## src/rtl/lsb_queue_pkg.sv

```systemverilog
// Shared types and constants for the load/store buffer: opcodes, access widths,
// the queue entry layout and the issue FSM states.
package lsb_queue_pkg;

    localparam logic [6:0] OP_LOAD  = 7'b0000011;
    localparam logic [6:0] OP_STORE = 7'b0100011;

    localparam logic [2:0] LB  = 3'b000;
    localparam logic [2:0] LH  = 3'b001;
    localparam logic [2:0] LW  = 3'b010;
    localparam logic [2:0] LBU = 3'b100;
    localparam logic [2:0] LHU = 3'b101;
    localparam logic [2:0] SB  = 3'b000;
    localparam logic [2:0] SH  = 3'b001;
    localparam logic [2:0] SW  = 3'b010;

    typedef struct packed {
        logic        valid;
        logic        is_store;
        logic        committed;
        logic [31:0] addr;
        logic [31:0] data;
        logic [2:0]  funct3;
        logic [4:0]  rob_id;
    } entry_t;

    typedef enum logic {
        IDLE = 1'b0,
        WAIT = 1'b1
    } state_t;

endpackage

```

## src/rtl/lsb_queue_if.sv

```systemverilog
// Station/ROB/memory-side signals of the load/store buffer. The queue itself
// uses the slave modport; its environment uses master.
interface lsb_queue_if;
    logic        en_i;
    logic [31:0] A_i;
    logic [31:0] B_i;
    logic [31:0] Imm_i;
    logic [6:0]  OP_i;
    logic [2:0]  Funct3_i;
    logic [4:0]  ROB_id_i;
    logic        full_o;
    logic        commit_en_i;
    logic [4:0]  commit_ROB_id_i;
    logic        mem_req_o;
    logic        mem_we_o;
    logic [31:0] mem_addr_o;
    logic [31:0] mem_data_o;
    logic [2:0]  mem_funct3_o;
    logic        mem_done_i;
    logic [31:0] mem_data_i;
    logic        cdb_en_o;
    logic [4:0]  cdb_ROB_id_o;
    logic [31:0] cdb_data_o;
    logic        st_rdy_o;
    logic [4:0]  st_rdy_ROB_id_o;

    modport master (
        output en_i, A_i, B_i, Imm_i, OP_i, Funct3_i, ROB_id_i,
        output commit_en_i, commit_ROB_id_i, mem_done_i, mem_data_i,
        input  full_o, mem_req_o, mem_we_o, mem_addr_o, mem_data_o, mem_funct3_o,
        input  cdb_en_o, cdb_ROB_id_o, cdb_data_o, st_rdy_o, st_rdy_ROB_id_o
    );

    modport slave (
        input  en_i, A_i, B_i, Imm_i, OP_i, Funct3_i, ROB_id_i,
        input  commit_en_i, commit_ROB_id_i, mem_done_i, mem_data_i,
        output full_o, mem_req_o, mem_we_o, mem_addr_o, mem_data_o, mem_funct3_o,
        output cdb_en_o, cdb_ROB_id_o, cdb_data_o, st_rdy_o, st_rdy_ROB_id_o
    );
endinterface

```

## src/rtl/lsb_queue_load_ext.sv

```systemverilog
// Sign/zero extension of right-aligned raw load data according to funct3.
module lsb_load_ext
    import lsb_queue_pkg::*;
(
    input  logic [2:0]  i_funct3,
    input  logic [31:0] i_data,
    output logic [31:0] o_data
);

    always_comb begin
        o_data = i_data;
        case (i_funct3)
            LB:      o_data = {{24{i_data[7]}}, i_data[7:0]};
            LH:      o_data = {{16{i_data[15]}}, i_data[15:0]};
            LBU:     o_data = {24'h0, i_data[7:0]};
            LHU:     o_data = {16'h0, i_data[15:0]};
            default: o_data = i_data;
        endcase
    end

endmodule

```

## src/rtl/lsb_queue.sv

```systemverilog
// In-order load/store buffer: loads issue from the head at once, stores wait for
// ROB commit. Optional LSB_PERF_EN adds saturating load/store/full counters.
module lsb_queue
    import lsb_queue_pkg::*;
#(
    parameter int DEPTH = 4,
    parameter int IDX_W = 2
) (
    input  logic        clk,
    input  logic        rst_n,
    input  logic        rst_c,
    input  logic        rdy,
    lsb_queue_if.slave  bus
`ifdef LSB_PERF_EN
    ,
    output logic [31:0] perf_ld_o,
    output logic [31:0] perf_st_o,
    output logic [31:0] perf_full_o
`endif
);

    entry_t             r_entries [DEPTH];
    logic [IDX_W-1:0]   r_head;
    logic [IDX_W-1:0]   r_tail;
    logic [IDX_W:0]     r_count;
    state_t             r_state;
    logic               r_killed;
    logic               r_fly_store;
    logic [2:0]         r_fly_f3;
    logic [4:0]         r_fly_rob;

    logic               r_mem_req;
    logic               r_mem_we;
    logic [31:0]        r_mem_addr;
    logic [31:0]        r_mem_data;
    logic [2:0]         r_mem_f3;
    logic               r_cdb_en;
    logic [4:0]         r_cdb_rob;
    logic [31:0]        r_cdb_data;
    logic               r_st_rdy;
    logic [4:0]         r_st_rdy_rob;

    entry_t             w_head;
    entry_t             w_new_entry;
    logic               w_is_store;
    logic               w_is_load;
    logic               w_enq;
    logic               w_pop;
    logic               w_issue;
    logic [IDX_W+1:0]   w_occ;
    logic [IDX_W:0]     w_keep;
    logic [IDX_W:0]     w_keep_after;
    logic [IDX_W-1:0]   w_fl_head;
    logic [DEPTH-1:0]   w_commit_hit;
    logic [DEPTH-1:0]   w_keep_mask;
    logic [31:0]        w_ext_data;

    assign w_head      = r_entries[r_head];
    assign w_is_store  = (bus.OP_i == OP_STORE);
    assign w_is_load   = (bus.OP_i == OP_LOAD);
    assign w_enq       = bus.en_i && (w_is_store || w_is_load) && !rst_c
                         && (r_count != (IDX_W+1)'(DEPTH));
    assign w_pop       = (r_state == WAIT) && bus.mem_done_i && !r_killed;
    assign w_issue     = (r_state == IDLE) && !rst_c && w_head.valid
                         && (!w_head.is_store || w_head.committed);

    // Full one slot early so an enqueue already in flight from the station still fits.
    assign w_occ       = {1'b0, r_count} + (IDX_W+2)'(bus.en_i);
    assign bus.full_o  = (w_occ >= (IDX_W+2)'(DEPTH - 1));

    always_comb begin
        w_new_entry           = '0;
        w_new_entry.valid     = 1'b1;
        w_new_entry.is_store  = w_is_store;
        w_new_entry.committed = w_is_store && bus.commit_en_i
                                && (bus.commit_ROB_id_i == bus.ROB_id_i);
        w_new_entry.addr      = bus.A_i + bus.Imm_i;
        w_new_entry.data      = bus.B_i;
        w_new_entry.funct3    = bus.Funct3_i;
        w_new_entry.rob_id    = bus.ROB_id_i;
    end

    generate
        for (genvar gi = 0; gi < DEPTH; gi++) begin : g_entry
            logic [IDX_W-1:0] w_off;
            assign w_off            = IDX_W'(gi) - r_head;
            assign w_keep_mask[gi]  = ({1'b0, w_off} < w_keep);
            assign w_commit_hit[gi] = r_entries[gi].valid && r_entries[gi].is_store
                                      && bus.commit_en_i
                                      && (r_entries[gi].rob_id == bus.commit_ROB_id_i);
        end
    endgenerate

    // Length of the run of committed stores starting at the head survives a flush.
    always_comb begin
        logic             run;
        logic [IDX_W-1:0] idx;
        w_keep = '0;
        run    = 1'b1;
        idx    = '0;
        for (int k = 0; k < DEPTH; k++) begin
            idx = r_head + IDX_W'(k);
            if (run && r_entries[idx].valid && r_entries[idx].is_store
                && (r_entries[idx].committed || w_commit_hit[idx]))
                w_keep = w_keep + (IDX_W+1)'(1);
            else
                run = 1'b0;
        end
    end

    assign w_keep_after = (w_keep == '0) ? '0 : (w_keep - (IDX_W+1)'(w_pop));
    assign w_fl_head    = r_head + IDX_W'(w_pop);

    lsb_load_ext u_load_ext (
        .i_funct3 (r_fly_f3),
        .i_data   (bus.mem_data_i),
        .o_data   (w_ext_data)
    );

    always_ff @(posedge clk or negedge rst_n) begin
        if (!rst_n) begin
            for (int i = 0; i < DEPTH; i++) r_entries[i] <= '0;
            r_head       <= '0;
            r_tail       <= '0;
            r_count      <= '0;
            r_state      <= IDLE;
            r_killed     <= 1'b0;
            r_fly_store  <= 1'b0;
            r_fly_f3     <= '0;
            r_fly_rob    <= '0;
            r_mem_req    <= 1'b0;
            r_mem_we     <= 1'b0;
            r_mem_addr   <= '0;
            r_mem_data   <= '0;
            r_mem_f3     <= '0;
            r_cdb_en     <= 1'b0;
            r_cdb_rob    <= '0;
            r_cdb_data   <= '0;
            r_st_rdy     <= 1'b0;
            r_st_rdy_rob <= '0;
        end else if (rdy) begin
            r_mem_req <= 1'b0;
            r_cdb_en  <= 1'b0;
            r_st_rdy  <= 1'b0;

            for (int i = 0; i < DEPTH; i++)
                if (w_commit_hit[i]) r_entries[i].committed <= 1'b1;
            if (w_pop) r_entries[r_head].valid <= 1'b0;

            if (rst_c) begin
                for (int i = 0; i < DEPTH; i++)
                    if (!w_keep_mask[i]) r_entries[i].valid <= 1'b0;
                r_head  <= w_fl_head;
                r_tail  <= w_fl_head + w_keep_after[IDX_W-1:0];
                r_count <= w_keep_after;
            end else begin
                if (w_enq) begin
                    r_entries[r_tail] <= w_new_entry;
                    r_tail            <= r_tail + 1'b1;
                    if (w_is_store) begin
                        r_st_rdy     <= 1'b1;
                        r_st_rdy_rob <= bus.ROB_id_i;
                    end
                end
                if (w_pop) r_head <= r_head + 1'b1;
                r_count <= r_count + (IDX_W+1)'(w_enq) - (IDX_W+1)'(w_pop);
            end

            case (r_state)
                IDLE: begin
                    if (w_issue) begin
                        r_mem_req   <= 1'b1;
                        r_mem_we    <= w_head.is_store;
                        r_mem_addr  <= w_head.addr;
                        r_mem_data  <= w_head.data;
                        r_mem_f3    <= w_head.funct3;
                        r_fly_store <= w_head.is_store;
                        r_fly_f3    <= w_head.funct3;
                        r_fly_rob   <= w_head.rob_id;
                        r_killed    <= 1'b0;
                        r_state     <= WAIT;
                    end
                end
                WAIT: begin
                    if (bus.mem_done_i) begin
                        r_state  <= IDLE;
                        r_killed <= 1'b0;
                        if (!r_fly_store && !r_killed && !rst_c) begin
                            r_cdb_en   <= 1'b1;
                            r_cdb_rob  <= r_fly_rob;
                            r_cdb_data <= w_ext_data;
                        end
                    end else if (rst_c && !r_fly_store) begin
                        // Memory still owes us this access; wait it out but drop the result.
                        r_killed <= 1'b1;
                    end
                end
                default: r_state <= IDLE;
            endcase
        end
    end

    assign bus.mem_req_o       = r_mem_req;
    assign bus.mem_we_o        = r_mem_we;
    assign bus.mem_addr_o      = r_mem_addr;
    assign bus.mem_data_o      = r_mem_data;
    assign bus.mem_funct3_o    = r_mem_f3;
    assign bus.cdb_en_o        = r_cdb_en;
    assign bus.cdb_ROB_id_o    = r_cdb_rob;
    assign bus.cdb_data_o      = r_cdb_data;
    assign bus.st_rdy_o        = r_st_rdy;
    assign bus.st_rdy_ROB_id_o = r_st_rdy_rob;

`ifdef LSB_PERF_EN
    logic [31:0] r_perf_ld;
    logic [31:0] r_perf_st;
    logic [31:0] r_perf_full;
    logic        w_done;

    assign w_done = (r_state == WAIT) && bus.mem_done_i;

    always_ff @(posedge clk or negedge rst_n) begin
        if (!rst_n) begin
            r_perf_ld   <= '0;
            r_perf_st   <= '0;
            r_perf_full <= '0;
        end else if (rdy) begin
            if (w_done && !r_fly_store && (r_perf_ld != 32'hFFFFFFFF))
                r_perf_ld <= r_perf_ld + 32'd1;
            if (w_done && r_fly_store && (r_perf_st != 32'hFFFFFFFF))
                r_perf_st <= r_perf_st + 32'd1;
            if (bus.full_o && (r_perf_full != 32'hFFFFFFFF))
                r_perf_full <= r_perf_full + 32'd1;
        end
    end

    assign perf_ld_o   = r_perf_ld;
    assign perf_st_o   = r_perf_st;
    assign perf_full_o = r_perf_full;
`endif

endmodule

```

## src/flat_wrapper.sv

```systemverilog
// flat-port wrapper written by rule: the top's interface ports become plain ports
module lsb_queue_flat import lsb_queue_pkg::*;
#(
    parameter int DEPTH = 4,
    parameter int IDX_W = 2
)
  (clk, rst_n, rst_c, rdy, bus_en_i, bus_A_i, bus_B_i, bus_Imm_i, bus_OP_i, bus_Funct3_i, bus_ROB_id_i, bus_commit_en_i, bus_commit_ROB_id_i, bus_mem_done_i, bus_mem_data_i, bus_full_o, bus_mem_req_o, bus_mem_we_o, bus_mem_addr_o, bus_mem_data_o, bus_mem_funct3_o, bus_cdb_en_o, bus_cdb_ROB_id_o, bus_cdb_data_o, bus_st_rdy_o, bus_st_rdy_ROB_id_o);
  lsb_queue_if bus_i ();
  input  logic clk;
  input  logic rst_n;
  input  logic rst_c;
  input  logic rdy;
  input wire logic [$bits(bus_i.en_i)-1:0] bus_en_i;
  input wire logic [$bits(bus_i.A_i)-1:0] bus_A_i;
  input wire logic [$bits(bus_i.B_i)-1:0] bus_B_i;
  input wire logic [$bits(bus_i.Imm_i)-1:0] bus_Imm_i;
  input wire logic [$bits(bus_i.OP_i)-1:0] bus_OP_i;
  input wire logic [$bits(bus_i.Funct3_i)-1:0] bus_Funct3_i;
  input wire logic [$bits(bus_i.ROB_id_i)-1:0] bus_ROB_id_i;
  input wire logic [$bits(bus_i.commit_en_i)-1:0] bus_commit_en_i;
  input wire logic [$bits(bus_i.commit_ROB_id_i)-1:0] bus_commit_ROB_id_i;
  input wire logic [$bits(bus_i.mem_done_i)-1:0] bus_mem_done_i;
  input wire logic [$bits(bus_i.mem_data_i)-1:0] bus_mem_data_i;
  output wire logic [$bits(bus_i.full_o)-1:0] bus_full_o;
  output wire logic [$bits(bus_i.mem_req_o)-1:0] bus_mem_req_o;
  output wire logic [$bits(bus_i.mem_we_o)-1:0] bus_mem_we_o;
  output wire logic [$bits(bus_i.mem_addr_o)-1:0] bus_mem_addr_o;
  output wire logic [$bits(bus_i.mem_data_o)-1:0] bus_mem_data_o;
  output wire logic [$bits(bus_i.mem_funct3_o)-1:0] bus_mem_funct3_o;
  output wire logic [$bits(bus_i.cdb_en_o)-1:0] bus_cdb_en_o;
  output wire logic [$bits(bus_i.cdb_ROB_id_o)-1:0] bus_cdb_ROB_id_o;
  output wire logic [$bits(bus_i.cdb_data_o)-1:0] bus_cdb_data_o;
  output wire logic [$bits(bus_i.st_rdy_o)-1:0] bus_st_rdy_o;
  output wire logic [$bits(bus_i.st_rdy_ROB_id_o)-1:0] bus_st_rdy_ROB_id_o;
  assign bus_i.en_i = bus_en_i;
  assign bus_i.A_i = bus_A_i;
  assign bus_i.B_i = bus_B_i;
  assign bus_i.Imm_i = bus_Imm_i;
  assign bus_i.OP_i = bus_OP_i;
  assign bus_i.Funct3_i = bus_Funct3_i;
  assign bus_i.ROB_id_i = bus_ROB_id_i;
  assign bus_i.commit_en_i = bus_commit_en_i;
  assign bus_i.commit_ROB_id_i = bus_commit_ROB_id_i;
  assign bus_i.mem_done_i = bus_mem_done_i;
  assign bus_i.mem_data_i = bus_mem_data_i;
  assign bus_full_o = bus_i.full_o;
  assign bus_mem_req_o = bus_i.mem_req_o;
  assign bus_mem_we_o = bus_i.mem_we_o;
  assign bus_mem_addr_o = bus_i.mem_addr_o;
  assign bus_mem_data_o = bus_i.mem_data_o;
  assign bus_mem_funct3_o = bus_i.mem_funct3_o;
  assign bus_cdb_en_o = bus_i.cdb_en_o;
  assign bus_cdb_ROB_id_o = bus_i.cdb_ROB_id_o;
  assign bus_cdb_data_o = bus_i.cdb_data_o;
  assign bus_st_rdy_o = bus_i.st_rdy_o;
  assign bus_st_rdy_ROB_id_o = bus_i.st_rdy_ROB_id_o;
  lsb_queue #(.DEPTH(DEPTH), .IDX_W(IDX_W)) u_core (.clk(clk), .rst_n(rst_n), .rst_c(rst_c), .rdy(rdy), .bus(bus_i));
endmodule
```

## config.mk

```make
export PLATFORM = sky130hd
export DESIGN_NAME = lsb_queue_flat
export DESIGN_NICKNAME = d
export VERILOG_FILES = /design/src/rtl/lsb_queue_pkg.sv /design/src/rtl/lsb_queue_if.sv /design/src/rtl/lsb_queue_load_ext.sv /design/src/rtl/lsb_queue.sv /design/src/flat_wrapper.sv
export SDC_FILE = /design/constraint.sdc
export NUM_CORES = 1
export LEC_CHECK = 0
export CORE_MARGIN = 2
export CORE_UTILIZATION = 50
export DETAILED_ROUTE_END_ITERATION = 12
export GPL_ROUTABILITY_DRIVEN = 0
export HOLD_SLACK_MARGIN = 0.03
export MAX_ROUTING_LAYER = met4
export PLACE_DENSITY = 0.88
export SETUP_SLACK_MARGIN = 0.5
export SLEW_MARGIN = 20
export SYNTH_ARGS = -nofsm -noshare
export SYNTH_HDL_FRONTEND = slang
export SYNTH_SLANG_ARGS = --single-unit
```

## constraint.sdc

```tcl
create_clock -name clk -period 4.6 [get_ports clk]
set_input_delay 0.92 -clock clk [delete_from_list [all_inputs] [get_ports clk]]
set_output_delay 0.92 -clock clk [all_outputs]
set_load 0.02 [all_outputs]
```

Yosys cells after proc, flatten, opt, wreduce, memory -nomap -nowiden
Cells that the tools add are included.

cells by class
  $add $sub $neg = 18
  bitwise logic cells = 7
  magnitude comparators = 16
  equality and inequality tests = 13
  reduce and logical (&&, ||, !) cells = 58
  multiplexer cells = 77

operators by type and width
  kind                                                        count
  two-way mux 300 bit                                         3
  two-way mux 75 bit                                          10
  binary-select mux 75 bit (select 2 bit)                     4
  bitwise mux 300 bit                                         2
  demux 75 bit (select 2 bit)                                 2
  two-way mux 74 bit                                          4
  one-hot mux 32 bit (4 select lines)                         1
  logical AND 1 bit                                           38
  two-way mux 1 bit                                           36
  adder 32 bit                                                1
  == test 5 bit                                               5
  >= comparator 3 bit, second input constant                  5
  two-way mux 3 bit                                           5
  NOT 2 -> 3 bit                                              5
  less-than comparator 2 x 3 -> 1 bit                         4
  less-than comparator 2 x 3 -> 1 bit, second input constant  4
  binary-select mux 1 bit (select 2 bit)                      4
  two-way mux 2 bit                                           4
  AND reduction 4 bit                                         2
  == test 7 x 2 -> 1 bit, second input constant               1
  == test 7 x 6 -> 1 bit, second input constant               1
  adder 3 x 1 -> 3 bit, second input constant                 2
  == test 3 bit, second input constant                        2
  logical NOT 3 bit                                           2
  22 further kinds                                            42

word-level totals
  input bits = 155
  register bits after elaboration = 427
  output and inout port bits = 114
  logic and storage cells = 233

Logic depth before layout (Yosys ltp)
  word-level depth = 24
  depth in mapped cells = 22
  depth with buffers taken out = 21

By module
From an unflattened synthesis, not the netlist that was laid out.

second synthesis, totals
  cells, all modules = 2056
  area, all modules = 21221.6 um^2

by module, submodules not included
  module        seq. area each (um^2)  cells an instance  instances  area an instance (um^2)
  lsb_queue     10685.2                1989               1          20866.3
  lsb_load_ext  0.0                    67                 1          355.3

Least setup slack after synthesis
No wires, ideal clock.

  path type = input to register
  start = in bus_commit_ROB_id_i[3]
  end = reg u_core.r_tail[1]
  library setup time = 0.086 ns
  slack = -0.442 ns
  data required time = 4.514 ns
  cell stages on the path = 21
  buffers on the path = 1
  data arrival time = 4.956 ns
  path through = buf_2 xor2_1 nor4_4 a32oi_1 mux4_2 nor3_1 ha_1 nand2_1 a2111oi_0 or2_2 xor2_1 ha_1 or3_1 o32ai_2 nor2_1 ha_1 xnor2_1 xnor2_1 nand4_1 o221ai_1 nor3_1

between the ends
  word-level cells in the longest chain between the ends = 23
  elaborated cells on any way between the ends = 45
  those cells by class = 5 x add/sub; 4 x eq/ne; 17 x mux; 19 x reduce/logical

ends and longest elaborated chain
  what                                                                           line                text
  from (decl)                                                                    flat_wrapper.sv:21  input wire logic [$bits(bus_i.commit_ROB_id_i)-1:0] bus_commit_ROB_id_i;
  parallel branches: the longest is 18 deep, another holds adder 3 x 1 -> 3 bit  -
  two-way mux 3 bit *                                                            lsb_queue.sv:103    if (run && r_entries[idx].valid && r_entries[idx].is_store
  subtractor 3 x 1 -> 3 bit or logical NOT 3 bit (tied branches)                 lsb_queue.sv:111    assign w_keep_after = (w_keep == '0) ? '0 : (w_keep - (IDX_W+1)'(w_pop));
  two-way mux 3 bit *                                                            lsb_queue.sv:111
  adder 2 bit *                                                                  lsb_queue.sv:154    r_tail <= w_fl_head + w_keep_after[IDX_W-1:0];
  two-way mux 2 bit *                                                            lsb_queue.sv:150    if (rst_c) begin
  to (signal assigned)                                                           lsb_queue.sv:154
  to (signal assigned)                                                           lsb_queue.sv:159    r_tail <= r_tail + 1'b1;
  to (decl)                                                                      lsb_queue.sv:24     logic [IDX_W-1:0] r_tail;

Mark *: on every way between the ends. The select of a mux whose other input is x is not followed.
A chain may end at the register's enable or synchronous reset.

Final worst setup path
  start = in bus_commit_ROB_id_i[1]
  end = reg u_core.r_tail[1]

The elaborated chain is that of the path after synthesis.

==> impl_results.md <==
* Fin util at 0.649
* Unrepaired setup endpoints after global routing: true
* R2r setup slk at -0.38 ns
* Synthesized area at 0.0205 mm2
* CTS root buffer: clkbuf_16
* Setup-failing EPs final at 8
* Die W at 207 um
* Final slew viol count at 0
* Hold WS at 0.458 ns
* First drt pass iteration count at 9
* DRT Wirelength at 53,800 um
* Highest metal used: met4
* Worst r2r src: u_core.r_entries[1]$_DFFE_PN0P_
* H-tree levels at 2
* Final period utilization at 1.08
* Hold crit path type: input port to async pin
* Final Hold Vio Count at 0
* I/O pins at 269
* Clock period minus worst slack at 4.99 ns
* Overall Power at 0.00864 W
* FF-to-FF End: u_core.r_tail[1]$_DFFE_PN0P_
* Multiplexer share of the synthesized area at 0.277
* Transition time of the tightest slew-check pin at 0.989 ns
* Worst Path Arrival at 5.49 ns
* R2R depth at 22
* Max Cap Viol at 0
* DR iter-0 viols at 1,230
* Die Height at 207 um
* Critical path startpoint: bus_commit_ROB_id_i[1]
* Largest net degree at the start of global routing at 127
* Area delta synth->final at 28.5%
* DRT antenna net count at 0
* Syn avg cell area at 13.5 um2
* Layout cell share with drive strength beyond 1 at 0.356
* Clock buffer depth at 3
* PD cells at 327 mW/mm2
* Met2 routed WL at 26,800 um
* Number of global-route vias before repair at 14,846
* Avg WL per Cell at 22.3 um
* Type of origin of the critical path: input port
* Failing checks: setup timing
* Clock transition at the registers of the reported paths at 0.06 ns
* IR drop worst, VDD at 0.314 mV
* First-pass GRT wire length at 81,200 um
* Worst setup EP type: register
* Seq/Total Area, Yosys at 0.520
* Synth Area in XOR/XNOR at 0.0264
* Main flop type after synthesis: dfrtp_1
* Warnings, synthesis at 0
* Initial Util at 0.505
* Post-synth EDFFs at 0
* DR vias/cell at 6.00
* Worst slack, placed at -1.13 ns
* Count of input and output buffers at 268
* Slew margin rel. at 0.341
* F_max at 200 MHz
* CTS Sinks at 427
* Synth Area in Compound Gates at 0.0697
* Number of synthesized register bits at 427
* Pleak at 12.4 nW
* Largest family of logic cells by synthesized area: multiplexers
* DR WL met3 at 3930 um
* Hold buffer count at cts at 0
* CP required at 5.10 ns
* Setup Skew at 0.0323 ns
* Placed wire-length estimate at 33,800 um
* Max Fanout on Critical Path at 3
* # DRC at 0
* Die ar. at 0.0427 mm2
* Syn_nets at 1,735
* Final std cells w/o fill at 2,414
* Nets@finish at 2,057
* Setup WS post-layout at -0.389 ns
* FP Rows at 74
* Total track usage at 0.252
* Status: finished, violations left
* Adder-cell share of the synthesized area at 0.0355
* Dpl cells at 2,294
* Cts bufs inserted at 46
* Distinct cell type count after synthesis at 63
* Clock Latency Late Sink at 0.58 ns
* Core area at 0.0406 mm2
* Met1 wire length at 20,800 um
* CTS tree: built
* Via count at 14,487
* Initial antenna violation count at 2
* Critical path type: input port to register
* Syn Inst Count at 1,523
* Total grt overflow at 0
* Simple-gate share of the synthesized area at 0.0477
* Ys async rst share at 1.00
-- power breakdown --
part           internal, W  leakage [nW]  total (W)  switching (W)
clock              0.00223         0.773    0.00378        0.00154
combinational     0.000447          5.72   0.000987       0.000540
sequential         0.00382          5.94    0.00388      0.0000530
total              0.00650          12.4    0.00864        0.00214
-- worst max-delay path, cell delays in order --
cell and delay (ns):
buf_6 0.13, buf_6 0.14, xor2_1 0.17, nor4_1 0.32, a32oi_1 0.14, mux4_2 0.54
nor3_2 0.17, ha_2 0.24, nand2_2 0.07, a2111oi_4 0.34, or2_4 0.20, xor2_1 0.21
ha_1 0.30, or3_4 0.39, o32ai_4 0.26, nor2_2 0.08, ha_4 0.17, xnor2_2 0.14
xnor2_2 0.16, nand4_1 0.09, o221ai_1 0.11, nor3_1 0.18
-- layout make-up --
cell class                      count  area (um2)
Sequential cell                   427       10700
Multi-Input combinational cell    985        9780
Timing Repair Buffer              363        3610
Antenna cell                        2        5.00
Inverter                           22        82.6
Clock buffer                       66        1360
Fill cell                        2792       14300
Clock inverter                     17         194
Tap cell                          532         666
-- placed cells by master, fill, tap and decap left out, drive strengths merged, types with 11 or more instances in the layout --
cell,count
a21oi,52
ha,55
nor2,65
clkbuf,66
inv,26
mux2,350
xor2,32
o21ai,64
xnor2,29
nand3,14
mux4,77
nor4,11
clkdlybuf4s50,261
nand2,92
buf,101
a21o,22
a31oi,21
dfrtp,427
-- synth_stat cells (3+ instances only) --
cell type    n  area share
a2111oi_0    3      0.0013
a21o_1      22      0.0080
a21oi_1     52       0.013
a221oi_1     3      0.0013
a22oi_1      3      0.0011
a31oi_1     21      0.0064
a32oi_1      3      0.0013
and2_1       4      0.0012
and3_1       4      0.0012
and4_1       3      0.0013
buf_1        7      0.0013
buf_2       26      0.0063
buf_6        3      0.0016
clkbuf_1    53      0.0097
dfrtp_1    427        0.52
ha_1        55       0.034
inv_1       21      0.0038
mux2_2     350        0.19
mux4_2      77       0.084
nand2_1     92       0.017
nand3_1     14      0.0034
nor2_1      65       0.012
nor3_1       8      0.0020
nor4_1       8      0.0024
o21a_1       8      0.0029
o21ai_0     63       0.015
o21bai_1     4      0.0015
o221ai_1     3      0.0013
o2bb2ai_1    3      0.0013
o311ai_0     9      0.0038
o31ai_1      5      0.0018
or3_1        3     0.00091
xnor2_1     29       0.012
xor2_1      31       0.013
-- state kept, by name, summed over array words and instances (netlist names), 3 cells and up --
name	cells
u_core.r_fly_rob	5
u_core.bus.cdb_data_o	32
u_core.bus.st_rdy_ROB_id_o	5
u_core.bus.mem_data_o	32
u_core.bus.cdb_ROB_id_o	5
u_core.bus.mem_addr_o	32
u_core.r_fly_f3	3
u_core.r_entries	300
u_core.r_count	3
-- layer usage --
| layer | vias up | global-route usage |
|---|---|---|
| met5 | - | - |
| met4 | 0 | 0.115 |
| met3 | 189 | 0.0441 |
| met2 | 681 | 0.416 |
| met1 | 7375 | 0.304 |
| li1 | 6242 | - |
-- kinds of logic (layout without fill, tap and decap cells) --
group,Yosys count,in the layout
AOI/OAI and AO/OA,223,223
and+or+nand+nor,215,215
muxes,429,429
other,0,2
buffers and inverters,111,468
adders and majority gates,57,57
xor gates and xnor gates,61,61
DFF,427,427
-- how the worst max path moves through the flow --
stage	end	slack, ns	cells after the start
3_3_place_gp	u_core.r_tail[1]$_DFFE_PN0P_	-0.93	21
3_5_place_dp	u_core.r_tail[1]$_DFFE_PN0P_	-1.13	21
5_1_grt	u_core.r_tail[1]$_DFFE_PN0P_	-0.62	23
4_1_cts	u_core.r_tail[1]$_DFFE_PN0P_	-0.05	22
6_report	u_core.r_tail[1]$_DFFE_PN0P_	-0.39	22
2_1_floorplan	u_core.r_tail[1]$_DFFE_PN0P_	-0.31	21
-- per-stage QoR --
| step | instance area (um2) | setup TNS (ns) |
|---|---|---|
| final | 26400 | -1.58 |
| after global routing | 26400 | -3.30 |
| after CTS | 26100 | -0.0453 |
| after detailed placement | 24200 | -6.64 |
| after global placement | 24200 | -4.69 |
| after floorplan | 20600 | -0.312 |
-- timing repair --
item,in CTS,in global routing
endpoints found under the setup margin,9,15
endpoints found under the hold margin,0,0
pin swaps,26,29
buffers inserted,23,12
resized for setup,64,38
Power figures use the tool's default switching activity.
